<file path="config.mk">
export PLATFORM = sky130hd
export DESIGN_NAME = spi_bus_arbiter
export DESIGN_NICKNAME = d
export VERILOG_FILES = /design/src/rtl/spi_bus_arbiter.sv
export SDC_FILE = /design/constraint.sdc
export NUM_CORES = 1
export LEC_CHECK = 0
export ABC_AREA = 1
export CELL_PAD_IN_SITES_DETAIL_PLACEMENT = 2
export CELL_PAD_IN_SITES_GLOBAL_PLACEMENT = 2
export CORE_MARGIN = 2
export CORE_UTILIZATION = 26
export CTS_BUF_LIST = sky130_fd_sc_hd__clkbuf_16
export CTS_CLUSTER_SIZE = 8
export DETAILED_ROUTE_END_ITERATION = 12
export PLACE_DENSITY = 0.85
export SLEW_MARGIN = 20
export SYNTH_ARGS = -nofsm -noshare
export SYNTH_HDL_FRONTEND = slang
export SYNTH_SLANG_ARGS = --single-unit
</file>
<file path="constraint.sdc">
create_clock -name clk -period 3.5 [get_ports clk]
set_clock_uncertainty 0.1 [all_clocks]
set_input_delay 0.525 -clock clk [delete_from_list [all_inputs] [get_ports clk]]
set_output_delay 0.525 -clock clk [all_outputs]
set_load 0.03 [all_outputs]
</file>
<file path="src/rtl/spi_bus_arbiter.sv">
// Round-robin owner arbitration for the shared board SPI bus, with chip-select gating
// and an idle guard gap between owners. Define ARB_TIMEOUT_EN to bound each grant.
module spi_bus_arbiter #(
  parameter int unsigned NREQ           = 3,
  parameter int unsigned GAP_CYCLES     = 4,
  parameter int unsigned TIMEOUT_CYCLES = 256
) (
  input  logic            clk,
  input  logic            enable,
  input  logic [NREQ-1:0] req,
  output logic [NREQ-1:0] gnt,
  input  logic [NREQ-1:0] m_sck,
  input  logic [NREQ-1:0] m_mosi,
  input  logic [NREQ-1:0] m_cs_n,
  output logic            spi_sck,
  output logic            spi_mosi,
  output logic [NREQ-1:0] cs_n,
  input  logic            spi_miso,
  output logic [NREQ-1:0] m_miso,
  output logic            busy,
  output logic [2:0]      owner,
  output logic            timeout_err
);

  localparam int unsigned GW = (GAP_CYCLES > 1) ? $clog2(GAP_CYCLES) : 1;
  localparam int unsigned TW = (TIMEOUT_CYCLES > 1) ? $clog2(TIMEOUT_CYCLES) : 1;
  localparam logic [NREQ-1:0] OneHot0 = NREQ'(1);

  localparam logic [1:0] StIdle = 2'd0;
  localparam logic [1:0] StOwn  = 2'd1;
  localparam logic [1:0] StGap  = 2'd2;

  if (NREQ < 2 || NREQ > 8 || GAP_CYCLES < 1 || TIMEOUT_CYCLES < 2 || TW > 32) begin : g_param_err
    $error("spi_bus_arbiter: illegal parameter value");
  end

  logic [1:0]      state_q, state_d;
  logic [NREQ-1:0] gnt_q, gnt_d;
  logic [2:0]      owner_q, owner_d;
  logic [GW-1:0]   gap_cnt_q, gap_cnt_d;
  logic [NREQ-1:0] req_eff;
  logic [2:0]      pick_idx;

  // First requester found scanning upward from the slot after the last owner.
  function automatic logic [2:0] rr_pick(input logic [2:0] last, input logic [NREQ-1:0] r);
    logic [2:0]      sel;
    logic [NREQ-1:0] sh;
    int unsigned     idx;
    sel = last;
    for (int unsigned k = NREQ; k >= 1; k--) begin
      idx = ({29'd0, last} + k) % NREQ;
      sh  = r >> idx;
      if (sh[0]) begin
        sel = 3'(idx);
      end
    end
    return sel;
  endfunction

`ifdef ARB_TIMEOUT_EN
  logic [TW-1:0]   to_cnt_q, to_cnt_d;
  logic [NREQ-1:0] mask_q, mask_d;
  logic            timeout_err_q, timeout_err_d;

  // A revoked master stays masked until its req has been sampled low once.
  assign req_eff     = req & ~mask_q;
  assign timeout_err = timeout_err_q;
`else
  assign req_eff     = req;
  assign timeout_err = 1'b0;
`endif

  assign pick_idx = rr_pick(owner_q, req_eff);

  always_comb begin
    state_d   = state_q;
    gnt_d     = gnt_q;
    owner_d   = owner_q;
    gap_cnt_d = gap_cnt_q;
`ifdef ARB_TIMEOUT_EN
    to_cnt_d      = to_cnt_q;
    mask_d        = mask_q & req;
    timeout_err_d = timeout_err_q;
`endif
    case (state_q)
      StIdle: begin
        if (|req_eff) begin
          gnt_d   = OneHot0 << pick_idx;
          owner_d = pick_idx;
          state_d = StOwn;
`ifdef ARB_TIMEOUT_EN
          to_cnt_d = '0;
`endif
        end
      end
      StOwn: begin
        if (!(|(gnt_q & req))) begin
          gnt_d     = '0;
          gap_cnt_d = '0;
          state_d   = StGap;
        end
`ifdef ARB_TIMEOUT_EN
        else if (to_cnt_q == TW'(TIMEOUT_CYCLES - 1)) begin
          gnt_d         = '0;
          gap_cnt_d     = '0;
          state_d       = StGap;
          timeout_err_d = 1'b1;
          mask_d        = (mask_q & req) | gnt_q;
        end else begin
          to_cnt_d = to_cnt_q + TW'(1);
        end
`endif
      end
      StGap: begin
        gap_cnt_d = gap_cnt_q + GW'(1);
        if (gap_cnt_q == GW'(GAP_CYCLES - 1)) begin
          state_d = StIdle;
        end
      end
      default: begin
        state_d = StIdle;
        gnt_d   = '0;
      end
    endcase
  end

  always_ff @(posedge clk or posedge enable) begin
    if (enable) begin
      state_q   <= StIdle;
      gnt_q     <= '0;
      owner_q   <= 3'(NREQ - 1);
      gap_cnt_q <= '0;
    end else begin
      state_q   <= state_d;
      gnt_q     <= gnt_d;
      owner_q   <= owner_d;
      gap_cnt_q <= gap_cnt_d;
    end
  end

`ifdef ARB_TIMEOUT_EN
  always_ff @(posedge clk or posedge enable) begin
    if (enable) begin
      to_cnt_q      <= '0;
      mask_q        <= '0;
      timeout_err_q <= 1'b0;
    end else begin
      to_cnt_q      <= to_cnt_d;
      mask_q        <= mask_d;
      timeout_err_q <= timeout_err_d;
    end
  end
`endif

  // Grant is one-hot, so AND-OR muxing selects exactly the owner's lines.
  assign gnt      = gnt_q;
  assign busy     = |gnt_q;
  assign owner    = owner_q;
  assign spi_sck  = |(gnt_q & m_sck);
  assign spi_mosi = |(gnt_q & m_mosi);
  assign cs_n     = m_cs_n | ~gnt_q;
  assign m_miso   = gnt_q & {NREQ{spi_miso}};

endmodule

</file>
==> results of run 1 <==
## cell families after synthesis
group / after synthesis / synth area share [%]
flip-flops: 10 / 12.0
other: 1 / 0.179
buffers and inverters: 62 / 11.3
XOR/XNOR: 2 / 0.834
AND/OR/NAND/NOR: 225 / 53.9
AO/OA/AOI/OAI: 31 / 9.30
adder cells (fa/ha/maj): 21 / 12.5
## sequential cells by signal (all words and copies together) (netlist names)
| register | count |
|---|---|
| gnt | 3 |
| owner | 3 |
| gap_cnt_q | 2 |
| state_q | 2 |
## metrics by stage
step | cells | TNS, ns
after floorplan | 352 | 0
after global placement | 522 | -0.0174
after detailed placement | 522 | -0.888
after CTS | 539 | -0.00294
after global routing | 550 | -2.61
final | 550 | -1.48
## layout make-up
cell class	instances	area [um^2]	area share [%]
clock buffers	3	75.1	2.16
multi-input cells	282	2020	58.1
flip-flops and latches	10	253	7.28
repair buffers	92	767	22.1
inverters	60	230	6.63
well taps	102	128	3.68
clock inverters	1	3.75	0.108
## worst paths after layout
check	start	endpoint	slack (ns)
max	owner[1]	gnt[0]	-0.32
min	gap_cnt_q[1]	gap_cnt_q[1]	0.45
max reg2reg	owner[1]	gnt[0]	-0.32
min reg2reg	gap_cnt_q[1]	gap_cnt_q[1]	0.45
max in group asynchronous	enable	owner[1]	2.43
min in group asynchronous	enable	gnt[1]	0.52
## cells in the mapped netlist (4+ instances only)
library cell  instances
nor2_1               31
o21ai_0              11
nand4_1              10
inv_2                 6
nand2_2              13
o21ai_1               6
ha_1                 21
nand3_1              39
nor2_4                6
dfrtp_1               9
nand2_1             104
inv_1                53
a21oi_1               7
or2_2                 4
## worst max-delay path, stage by stage, from the launching register on
cell and delay [ns]:
dfstp_2 0.58, buf_6 0.13, ha_4 0.15, inv_4 0.04
nand2_2 0.05, nand2_2 0.08, ha_4 0.29, inv_2 0.04
a21oi_2 0.14, inv_1 0.09, ha_4 0.28, inv_2 0.03
nand2_2 0.09, nand2_4 0.08, nor2_4 0.17, nand3_4 0.13
a21oi_1 0.32, nand3_4 0.13, nor2_4 0.22, nand3_1 0.18
nand2_2 0.15, nand3_1 0.15, nand2_1 0.12
## layer usage
| metal | up-vias | share of wire, % | global-route usage [%] |
|---|---|---|---|
| met5 | - | 0 | 0 |
| met4 | 0 | 2.2 | 7.37 |
| met3 | 21 | 1.5 | 0.803 |
| met2 | 52 | 55 | 46.1 |
| met1 | 1442 | 41 | 25.9 |
| li1 | 1322 | - | - |
## timing repair
item / CTS / global route
pin swaps: 20 / 32
gates cloned: 1 / 1
resized for setup: 46 / 55
endpoints found under the setup margin: 6 / 6
setup buffers: 12 / 10
==> metrics.md, run 1 <==
| Metric | Value |
|---|---|
| Starting Density | `a little over a quarter` |
| Core Box Area | `~7800 um^2` |
| CP Data Required Time | `about 3.6 ns` |
| Final setup margin | `-0.320 ns` |
| Worst Hold Path Cells | `1` |
| Mapped cell area | `2100 um^2` |
| Sequential area share after synthesis | `12.0%` |
| Nets | `around 490` |
| Final core utilization | `44.7%` |
| Vias per cell | `between 5 and 6` |
| EDFF count, synth | `0` |
| Total clock sinks | `10` |
| Arrival @ worst endpoint | `3.89 ns` |
| Worst hold path class | `flip-flop to flip-flop` |
| TritonCTS clock tree | `built` |
| Most frequent cells in the layout | `nand2_1, buf_4, inv_1` |
| R2R cell count | `22` |
| Hold Buf Count CTS | `0` |
| Remaining antenna violation count | `0` |
| Post-synth top area share | `between 15 and 20%` |
| Die ar. | `between 8000 and 9000 um^2` |
| Crit Path Class | `flip-flop to flip-flop` |
| Commonest non-fill, non-tap cell in the layout | `nand2_1` |
| Crit end category | `flip-flop` |
| Worst hold slack | `between 0.4 and 0.5 ns` |
| DR vias | `between 2000 and 3000` |
| Num ports | `31` |
| Setup Viol. Count Final | `6` |
| Syn-to-layout area delta | `65.4%` |
| FMAX | `around 260 MHz` |
| Tmin final | `3.82 ns` |
| Startpoint class of the critical path | `flip-flop` |
| Mapped Avg Cell Area | `5.96 um^2` |
| Max cap viols | `0` |
| Number of port buffers | `29` |
| CTS Buffer Depth | `2` |
| Yosys reg bits | `10` |
| Failing checks | `setup timing` |
| Post-DP HPWL | `between 7000 and 8000 um` |
| Setup WS pre-CTS | `-0.207 ns` |
| Clk Latency, worst-skew pair | `0.25 ns` |
| DRT Wirelength | `between 10000 and 15000 um` |
| Post-synth top flop | `dfrtp_1` |
| Initial antenna violation count | `0` |
| Vias in the first global route | `~3200` |
| Area leader, netlist | `nand2_1` |
| # DRC | `0` |
| Area after DPL | `between 2000 and 3000 um^2` |
| Synthesized Nets | `just under 400` |
| Synth Instances | `352` |
| First-pass GRT wire length | `about 16000 um` |
| Share of layout cells above drive strength 1 | `roughly 42%` |
| Die W | `about 94 um` |
| Crit-path max FO | `5` |
| DRT Pass-1 Iters | `4` |
| Gr ovfl total | `0` |
| RSZ-0062 raised after global routing | `yes` |
| DR WL/cell | `roughly 23 um` |
| CTS Buf Count | `3` |
| Final Max Slew Viols | `0` |
| Status | `finished, violations left` |
| Total GRT Usage | `23.1%` |
| Async SR Flop Fraction | `100%` |
| Ant diodes | `0` |
| Final Hold Fails | `0` |
| Routability cong. | `between 0.8 and 0.9` |
| Depth of the CTS H-tree | `1` |
| Die height | `~94 um` |
| Pin count of the biggest net entering global routing | `11` |
| Final period util | `109%` |
| Row count | `32` |
| Final instance area | `approximately 3500 um^2` |
| Fillers | `916` |
| Yosys warnings | `0` |
| Synth unique cells | `36` |
| Synth top area cells | `nand2_1, ha_1, dfrtp_1, inv_1, nand3_1` |
| Worst-path clk slew | `around 0.040 ns` |
| Drt first-iter violations | `94` |
| Root buf cell | `clkbuf_16` |
Power of run 1 is not shown: default switching activity piles up to over one toggle a cycle in this logic, so the estimate is an artifact.
==> inputs of run 2 (changes only) <==
--- a/config.mk
+++ b/config.mk
@@ -9,11 +9,13 @@
 export CELL_PAD_IN_SITES_DETAIL_PLACEMENT = 2
 export CELL_PAD_IN_SITES_GLOBAL_PLACEMENT = 2
 export CORE_MARGIN = 2
-export CORE_UTILIZATION = 26
+export CORE_UTILIZATION = 29
 export CTS_BUF_LIST = sky130_fd_sc_hd__clkbuf_16
 export CTS_CLUSTER_SIZE = 8
 export DETAILED_ROUTE_END_ITERATION = 12
-export PLACE_DENSITY = 0.85
+export MAX_ROUTING_LAYER = met4
+export PLACE_DENSITY = 0.89
+export RECOVER_POWER = 100
 export SLEW_MARGIN = 20
 export SYNTH_ARGS = -nofsm -noshare
 export SYNTH_HDL_FRONTEND = slang
==> constraint.sdc (replaced) <==
create_clock -name clk -period 3.9 [get_ports clk]
set_clock_uncertainty 0.1 [all_clocks]
set_input_delay 0.585 -clock clk [delete_from_list [all_inputs] [get_ports clk]]
set_output_delay 0.585 -clock clk [all_outputs]
set_load 0.03 [all_outputs]
==> run 2 against run 1 <==
Net effect:
- the flow now finishes without violations
- via count fell by 7.8%
- wire length shrank 18%
- utilization is 3.3 points lower
- sequential share of layout area increased by 1.3 points
- critical path depth is 3 higher
- cell count is 8.2% lower
- cell area fell by 15%
- die area shrank 9.9%
- register-to-register slack better by 0.36 ns
- count of clock-buffer cells in the layout unchanged
- non-clock buffer count fell by 41
- first-iteration DRC count down 23%
==> metrics.md, run 2 (same netlist as run 1, synthesis figures left out) <==
| Metric | Value |
|---|---|
| Arrival @ worst endpoint | `around 3.9 ns` |
| Row count | `31` |
| R2R Setup Slk | `approximately 0.039 ns` |
| CTS Buffer Depth | `2` |
| CP bufs+invs | `4` |
| # DRC | `0` |
| Initial antenna violation count | `0` |
| Pin count of the biggest net entering global routing | `11` |
| Setup Viol. Count Final | `0` |
| Commonest non-fill, non-tap cell in the layout | `nand2_1` |
| Worst hold slack | `about 0.42 ns` |
| Crit end category | `flip-flop` |
| Final Max Slew Viols | `0` |
| TritonCTS clock tree | `built` |
| Drt first-iter violations | `a little over 70` |
| CTS Buf Count | `3` |
| Hold Buf Count CTS | `0` |
| Root buf cell | `clkbuf_16` |
| Die ar. | `about 8000 um^2` |
| DR WL/cell | `slightly above 20 um` |
| DRT Wirelength | `~10000 um` |
| Syn-to-layout area delta | `40.8%` |
| Final core utilization | `roughly 41%` |
| Ant diodes | `0` |
| Num ports | `31` |
| CP Data Required Time | `3.98 ns` |
| Tmin final | `between 3 and 4 ns` |
| DRT Pass-1 Iters | `4` |
| Depth of the CTS H-tree | `1` |
| Crit-path max FO | `5` |
| Die height | `between 80 and 90 um` |
| Routability cong. | `0.826` |
| Top delay family on crit path | `simple AND/OR/NAND/NOR gates` |
| Max cap viols | `0` |
| Maximum single-stage delay on the critical path | `around 0.54 ns` |
| Core Box Area | `a little over 7000 um^2` |
| Final period util | `99.0%` |
| Starting Density | `just under 30%` |
| Most frequent cells in the layout | `nand2_1, inv_1, nand3_1` |
| Clk Latency, worst-skew pair | `around 0.26 ns` |
| DR vias | `about 2600` |
| Total clock sinks | `10` |
| First-pass GRT wire length | `about 14000 um` |
| Vias in the first global route | `~2900` |
| Worst hold path class | `flip-flop to flip-flop` |
| Vias per cell | `~5.2` |
| Status | `finished clean` |
| Share of layout cells above drive strength 1 | `between 20% and 30%` |
| Remaining antenna violation count | `0` |
| Nets | `approximately 440` |
| FMAX | `between 200 and 300 MHz` |
| Worst-path clk slew | `around 0.05 ns` |
| Die W | `between 80 and 90 um` |
| Slowest CP cell | `dfstp_2` |
| Gr ovfl total | `0` |
| Total GRT Usage | `approximately a quarter` |
| Post-DP HPWL | `~7000 um` |
| Startpoint class of the critical path | `flip-flop` |
| Number of port buffers | `29` |
| Crit Path Class | `flip-flop to flip-flop` |
| Most used cell, CP | `nand2_1` |
| Final Hold Fails | `0` |
run 2: through the flow:
stage / cell area (um^2) / cells / setup slack [ns] / setup TNS, ns
floorplan: 2100 / 352 / 0.194 / 0
global placement: 2580 / 489 / 0.144 / 0
detailed placement: 2580 / 489 / -0.00253 / -0.00253
CTS: 2680 / 493 / 0.0229 / 0
global route: 2960 / 505 / -0.157 / -0.529
finish: 2960 / 505 / 0.0395 / 0
run 2: path summary, 6_finish.rpt:
kind | start | to | depth (start not counted)
worst max-delay path | owner[1] | gnt[1] | 25
worst min-delay path | gap_cnt_q[0] | gap_cnt_q[0] | 1
worst max register to register | owner[1] | gnt[1] | 25
worst min register to register | gap_cnt_q[0] | gap_cnt_q[0] | 1
max in group asynchronous | enable | owner[1] | 2
min in group asynchronous | enable | owner[0] | 2
run 2: repair_timing:
action,4_1_cts,5_1_grt
setup endpoints to repair,4,6
gates resized for setup,3,44
gates cloned,0,1
pin swaps,0,12
buffers inserted,0,11
run 2: final cells by class:
cell class                      instances  area [um^2]
Fill cell                             890         4180
Sequential cell                        10          253
Clock buffer                            3         75.1
Tap cell                               99          124
Multi-Input combinational cell        281         1820
Clock inverter                          1         3.75
Inverter                               60          225
Timing Repair Buffer                   51          459
run 2: layer usage:
layer / global-route usage (%) / wire length, um / vias up
met2: 45.7 / 5810 / 66
met5: - / 0 / -
met4: 9.50 / 408 / 0
li1: - / - / 1232
met3: 1.29 / 292 / 31
met1: 23.9 / 3650 / 1286
run 2: worst register-to-register path, cell delays in order (launching register included):
cell and delay, ns:
dfstp_2 0.54, inv_1 0.08, ha_2 0.21, inv_2 0.08, nand2_1 0.08, nand2_2 0.13
nor2_4 0.06, ha_1 0.18, inv_1 0.10, nand2_2 0.10, nand2_4 0.11, nand3_4 0.08
nand2_1 0.08, nand2_2 0.09, ha_4 0.18, inv_2 0.12, nand4_4 0.15, nand2_1 0.13
nand3_1 0.09, nand2_1 0.09, nand3_1 0.15, nor2_4 0.19, nand2_1 0.14, a21oi_4 0.24
nand3_1 0.14, o21ai_2 0.12
Power of run 2 is left out for the same reason.
